`src/rtl/ahb_fifo_writer.sv`:
```
// ahb_fifo_writer: AHB-Lite slave that turns bus transfers into command FIFO pushes and returns read data from the response FIFO
module ahb_fifo_writer #(
    parameter int DATA_WIDTH = 41,
    parameter int ADDR_BITS  = 8
) (
    input  logic                  wr_clk,
    input  logic                  wr_rst,
    input  logic                  HSEL,
    input  logic [31:0]           HADDR,
    input  logic [1:0]            HTRANS,
    input  logic                  HWRITE,
    input  logic [2:0]            HSIZE,
    input  logic [31:0]           HWDATA,
    input  logic                  HREADY,
    output logic                  HREADYOUT,
    output logic                  HRESP,
    output logic [31:0]           HRDATA,
    output logic                  fifo_wr_en,
    output logic [DATA_WIDTH-1:0] fifo_wr_data,
    input  logic                  fifo_full,
    output logic                  rsp_rd_en,
    input  logic [31:0]           rsp_data,
    input  logic                  rsp_empty
);
    typedef enum logic [2:0] {IDLE, WR, RD_CMD, RD_WAIT, RD_DATA, ERR1, ERR2} state_t;
    state_t state_q, state_d;
    logic [ADDR_BITS-1:0] addr_q, addr_d;
    logic legal, done, accept;
    logic unused_bits;
    assign unused_bits = &{1'b0, HADDR[31:ADDR_BITS], HTRANS[0]};
    assign legal = HSIZE == 3'b010 && HADDR[1:0] == 2'b00;
    // a new address phase can only be taken in a cycle where the current data phase (if any) completes
    assign done = state_q == IDLE || state_q == RD_DATA || state_q == ERR2 || (state_q == WR && !fifo_full);
    assign accept = done && HSEL && HTRANS[1] && HREADY;
    // next state: pipelined accept wins, otherwise advance the current data phase
    always_comb begin
        state_d = state_q;
        addr_d  = addr_q;
        if (accept) begin
            state_d = !legal ? ERR1 : HWRITE ? WR : RD_CMD;
            addr_d  = HADDR[ADDR_BITS-1:0];
        end else if (done)
            state_d = IDLE;
        else if (state_q == RD_CMD && !fifo_full)
            state_d = RD_WAIT;
        else if (state_q == RD_WAIT && !rsp_empty)
            state_d = RD_DATA;
        else if (state_q == ERR1)
            state_d = ERR2;
    end
    // state and captured address; reset abandons any in-flight transfer
    always_ff @(posedge wr_clk or posedge wr_rst) begin
        if (wr_rst) begin
            state_q <= IDLE;
            addr_q  <= '0;
        end else begin
            state_q <= state_d;
            addr_q  <= addr_d;
        end
    end
    assign fifo_wr_en   = (state_q == WR || state_q == RD_CMD) && !fifo_full;
    assign fifo_wr_data = fifo_wr_en ? {state_q == WR, addr_q, state_q == WR ? HWDATA : 32'h0} : '0;
    assign rsp_rd_en    = state_q == RD_WAIT && !rsp_empty;
    assign HREADYOUT    = state_q == WR ? !fifo_full : !(state_q inside {RD_CMD, RD_WAIT, ERR1});
    assign HRESP        = state_q == ERR1 || state_q == ERR2;
    assign HRDATA       = state_q == RD_DATA ? rsp_data : 32'h0;
endmodule

```
`config.mk`:
```
export PLATFORM = sky130hd
export DESIGN_NAME = ahb_fifo_writer
export DESIGN_NICKNAME = d
export VERILOG_FILES = /design/src/rtl/ahb_fifo_writer.sv
export SDC_FILE = /design/constraint.sdc
export NUM_CORES = 1
export LEC_CHECK = 0
export ABC_AREA = 1
export CAP_MARGIN = 5
export CORE_MARGIN = 2
export CORE_UTILIZATION = 24
export CTS_BUF_LIST = sky130_fd_sc_hd__clkbuf_8
export DETAILED_ROUTE_END_ITERATION = 7
export PLACE_DENSITY = 0.95
export SLEW_MARGIN = 40
export SYNTH_ARGS = -nofsm -noshare
export SYNTH_HDL_FRONTEND = slang
export SYNTH_SLANG_ARGS = --single-unit
```
`constraint.sdc`:
```
create_clock -name wr_clk -period 1.5 [get_ports wr_clk]
set_clock_uncertainty 0.15 [all_clocks]
set_input_delay 0.15 -clock wr_clk [delete_from_list [all_inputs] [get_ports wr_clk]]
set_output_delay 0.15 -clock wr_clk [all_outputs]
set_load 0.01 [all_outputs]
```
Word level (Yosys, flattened, before mapping) --
Cells that the tools add are included.
Storage, ports and cells: register bits after elaboration 11, input bits 108, output and inout port bits 77
Operators by class: eq/ne operators 7, multiplexer cells 11, reduce and logical (&&, ||, !) cells 20
Operator list (count):
- 2-to-1 mux 32 bit | 2
- 2-to-1 mux 41 bit | 1
- 2-to-1 mux 3 bit | 6
- == test 3 x 2 -> 1 bit (second input constant) | 3
- == test 3 bit (second input constant) | 3
- logical AND 1 bit | 8
- logical OR 1 bit | 5
- nonzero test 5 bit | 1
- == test 3 x 1 -> 1 bit (second input constant) | 1
- zero test 1 bit | 3
- zero test 3 bit | 1
- nonzero test 3 bit | 1
- zero test 2 bit | 1
- 2-to-1 mux 2 bit | 1
- 2-to-1 mux 1 bit | 1

Longest topological paths before layout --
depth in word-level cells 8, mapped depth 8

Worst setup path before layout --
Ideal clock, no wire load.
path type register to output, start point register state_q[2], end point output fifo_wr_data[32], data arrival time 1.186 ns, required time 1.200 ns, path slack 0.014 ns, stages on the path, launching flop included 6, path buffers 0, cells stage by stage dfrtp_1 -> nor2_1 -> nand2_2 -> nand2_1 -> inv_2 -> nor2_1
On the way: longest elaborated chain between the ends 4, elaborated cells on any way between the ends 5
RTL lines:
- from (decl) | line 26 | state_t state_q, state_d;
- from (signal assigned) | line 57 | state_q <= state_d;
- == test 3 x 1 -> 1 bit or == test 3 x 2 -> 1 bit (tied branches) | line 61 | assign fifo_wr_en = (state_q == WR || state_q == RD_CMD) && !fifo_full;
- logical OR 1 bit * | line 61
- logical AND 1 bit * | line 61
- named net fifo_wr_en | line 18 | output logic fifo_wr_en,
- 2-to-1 mux 41 bit * | line 62 | assign fifo_wr_data = fifo_wr_en ? {state_q == WR, addr_q, state_q == WR ? HWDATA : 32'h0} : '0;
- to (decl) | line 19 | output logic [DATA_WIDTH-1:0] fifo_wr_data,
The timed path passes the listed nets; every way through them passes the cells marked *.

Worst setup path in the final report --
start point register state_q[0], end point output fifo_wr_en
On the way: longest elaborated chain between the ends 3, elaborated cells on any way between the ends 4
RTL lines (line):
- == test 3 x 1 -> 1 bit or == test 3 x 2 -> 1 bit (tied branches) | 61
- logical OR 1 bit * | 61
- logical AND 1 bit * | 61
- to (decl) | 18
Every way passes the cells marked *; elsewhere a longest branch is shown, timed or not.

==> impl_metrics.env <==
export IMPL_status="finished, violations left"
export IMPL_violations="setup timing"
export IMPL_antenna_left=0
export IMPL_grt_use_total_pct=16.7
export IMPL_startpoint_type="flip-flop"
export IMPL_drv_slew=0
export IMPL_fp_coreArea_mm2=0.00479
export IMPL_ir_worst_vdd_mv=1.04
export IMPL_finalCritPeriodShare_pct=115
export IMPL_cp_required_ps=1200
export IMPL_p_sw_share_pct=44.7
export IMPL_seq_power_share_pct=15.9
export IMPL_wl_per_cell_um=11.3
export IMPL_vias=1950
export IMPL_synthFlopType="dfrtp_1"
export IMPL_grt_pass1_vias=1718
export IMPL_synth_warnings=0
export IMPL_fp_dieArea_mm2=0.00563
export IMPL_clk_pin_slew_ps=50
export IMPL_r2r_cells=10
export IMPL_power_share_clock_pct=8.2
export IMPL_portBuffers=159
export IMPL_hold_path_class="in2async"
export IMPL_cp_slowest_cell="dfrtp_1"
export IMPL_cp_slowest_stage_delay_ps=380
export IMPL_die_w_um=75
export IMPL_relSlewSlack_pct=73.2
export IMPL_totalWireLength_um=5500
export IMPL_synthSimpleGateAreaFrac_pct=40.8
export IMPL_worst_slew_pin_slew_ps=401
export IMPL_syn_inst=233
export IMPL_leakage_uw=0.00183
export IMPL_synth_most_common_cell="inv_1"
export IMPL_fillers=456
export IMPL_reg2reg_from="state_q[2]"
export IMPL_numCtsBuffers=3
export IMPL_ios=185
export IMPL_cts_hold_buffers=0
export IMPL_ys_top_cells_by_area="inv_1 27%, nor2_1 25%, dfrtp_1 23%"
export IMPL_path_delay_family="buffers and inverters"
export IMPL_cts_tree="yes"
export IMPL_max_freq_mhz=580
export IMPL_switchingPower_uw=1480
export IMPL_hold_viol=0
export IMPL_grt_max_degree=33
export IMPL_async_flop_share_pct=100
export IMPL_initial_core_util_pct=25.3
export IMPL_worst_path_max_fanout=4
export IMPL_ys_ff_latch=11
export IMPL_grt_pass1_wl_um=7580
export IMPL_gp_congestion=0.805
export IMPL_critPathCaptureType="output port"
export IMPL_worst_slack_ps=-225
export IMPL_n_antenna_cell=0
export IMPL_rsz0062_at_grt="true"
export IMPL_dr_pass1_iters=4
export IMPL_design_area_mm2=0.00310
export IMPL_cts_sinks=11
export IMPL_drv_cap=0
export IMPL_place_area_mm2=0.00301
export IMPL_syn_avg_cell_area_um2=5.19
export IMPL_fin_nets=528
export IMPL_path_class="reg2out"
export IMPL_antenna_found_initial=0
export IMPL_yosys_top_cells_count="86 x inv_1, 79 x nor2_1, 21 x nand2_1"
export IMPL_clockBufferDepth=2
export IMPL_synthAdderAreaFrac_pct=0
export IMPL_synth_edf_count=0
export IMPL_p_int_uw=1830
export IMPL_path_buf_inv=5
export IMPL_drc_errors=0
export IMPL_crit_chain="inv_2 > nor2_4 > nand2_4 > buf_4 > nand2_4 > buf_4 > buf_4 > buf_6"
export IMPL_combPwrFrac_pct=75.9
export IMPL_netlist_area_leader_share_pct=26.7
export IMPL_die_y_um=75
export IMPL_multiInputGateArea_um2=741
export IMPL_synth_xor_area_share_pct=0
export IMPL_r2r_slack_ps=-140
export IMPL_path_common_cell="buf_4"
export IMPL_hpwl_um=4310
export IMPL_preCtsSetupSlack_ps=-589
export IMPL_clk_insertion_delay_late_ps=220
export IMPL_r2r_end="addr_q[3]"
export IMPL_synth_mux_area_fraction_pct=0
export IMPL_drive_above_1_share_pct=38.9
export IMPL_drt_iter0_markers=39
export IMPL_seq_area_um2=278
export IMPL_critPathArrivalTime_ps=1420
export IMPL_ys_seq_area_share_pct=22.8
export IMPL_p_per_area_mw_per_mm2=1070
export IMPL_vias_per_cell=4.01
export IMPL_period_minus_slack_ps=1720
export IMPL_synth_compound_area_share_pct=5.69
export IMPL_ys_types=17
export IMPL_finalSetupViolations=87
export IMPL_grt_ovfl_total=0
export IMPL_cts_root_buf="clkbuf_8"
export IMPL_rows=25
export IMPL_syn2layout_area_growth_pct=156
export IMPL_ctsHtreeMaxLevel=1
export IMPL_yosys_area_top_type="inv_1"
export IMPL_synthesis_area_mm2=0.00121
export IMPL_syn_nets=341
export IMPL_synth_top_family_by_area="simple AND/OR/NAND/NOR gates"
==> routing by layer <==
metal | up-vias | GRT usage [%] | share of wire [%]
met5 | - | 0 | 0
met3 | 0 | 3.61 | 9.2
li1 | 1006 | - | -
met1 | 861 | 18.0 | 36
met2 | 83 | 34.3 | 54
met4 | 0 | 0.992 | 0
==> worst reg2reg max path: stages, from the launching register on <==
cell and delay (ps):
dfrtp_2 440, buf_6 130, nor2_4 110, buf_4 120
buf_6 100, inv_2 40, nand2_4 90, nor2_8 50
clkbuf_16 170, nand2_1 50, o21ai_1 60
==> cell usage in the layout (no fill, tap or decap), drive strengths merged <==
cell type,instances
buf,104
inv,89
clkdlybuf4s50,81
nor2,81
nand2,23
dfrtp,11
nand3,9
o21ai,9
clkbuf,5
nand4,4
a21oi,1
dlygate4sd2,1
clkdlybuf4s15,1
==> state kept, by name, summed over array words and instances, names as in the netlist <==
name     cells
addr_q       8
state_q      3
==> what timing repair did <==
item / 4_1_cts / 5_1_grt
pin swaps: 3 / 9
gates resized for setup: 334 / 66
setup buffers: 8 / 6
gates cloned: 1 / 2
endpoints found under the setup margin: 77 / 87
hold endpoints to repair: 0 / 0
==> final cells by class <==
| cell class | instances | area share, % |
|---|---|---|
| well taps | 67 | 2.71 |
| inverters | 88 | 10.8 |
| clock inverters | 1 | 0.121 |
| clock buffers | 3 | 1.33 |
| repair buffers | 189 | 52.1 |
| multi-input cells | 127 | 23.9 |
| flip-flops and latches | 11 | 8.97 |
==> through the flow <==
step / hold slack, ps / util [%] / TNS [ps] / total power, µW / std cells
global placement: 313 / 62.9 / -29040 / 2810 / 469
CTS: 69.6 / 59.8 / -10150 / 3070 / 482
finish: 61.4 / 64.7 / -9060 / 3320 / 486
global route: 123 / 64.7 / -15210 / 3580 / 486
detailed placement: 305 / 62.9 / -33130 / 2870 / 469
floorplan: -148 / - / 0 / 1500 / 233
==> power by group through the flow <==
stage,registers [µW],logic [µW],clock network (µW)
2_1_floorplan,514,983,0
3_3_place_gp,501,2300,0
3_5_place_dp,512,2360,0
4_1_cts,521,2270,278
5_1_grt,539,2740,302
6_report,529,2520,272
==> cell families after synthesis <==
kind of cell	count (synthesis)
simple gates	117
buf+inv	95
flops	11
compound gates	10
==> worst max-delay path by stage <==
| stage | depth (start not counted) | startpoint | endpoint | slack (ps) |
|---|---|---|---|---|
| after floorplan | 5 | state_q[2] | fifo_wr_data[32] | 10 |
| after global placement | 8 | fifo_full | fifo_wr_data[35] | -480 |
| after detailed placement | 8 | fifo_full | fifo_wr_data[39] | -590 |
| after CTS | 7 | state_q[2] | fifo_wr_data[37] | -230 |
| after global routing | 7 | state_q[2] | fifo_wr_data[34] | -300 |
| final | 8 | state_q[0] | fifo_wr_en | -220 |
Power figures use the tool's default switching activity.
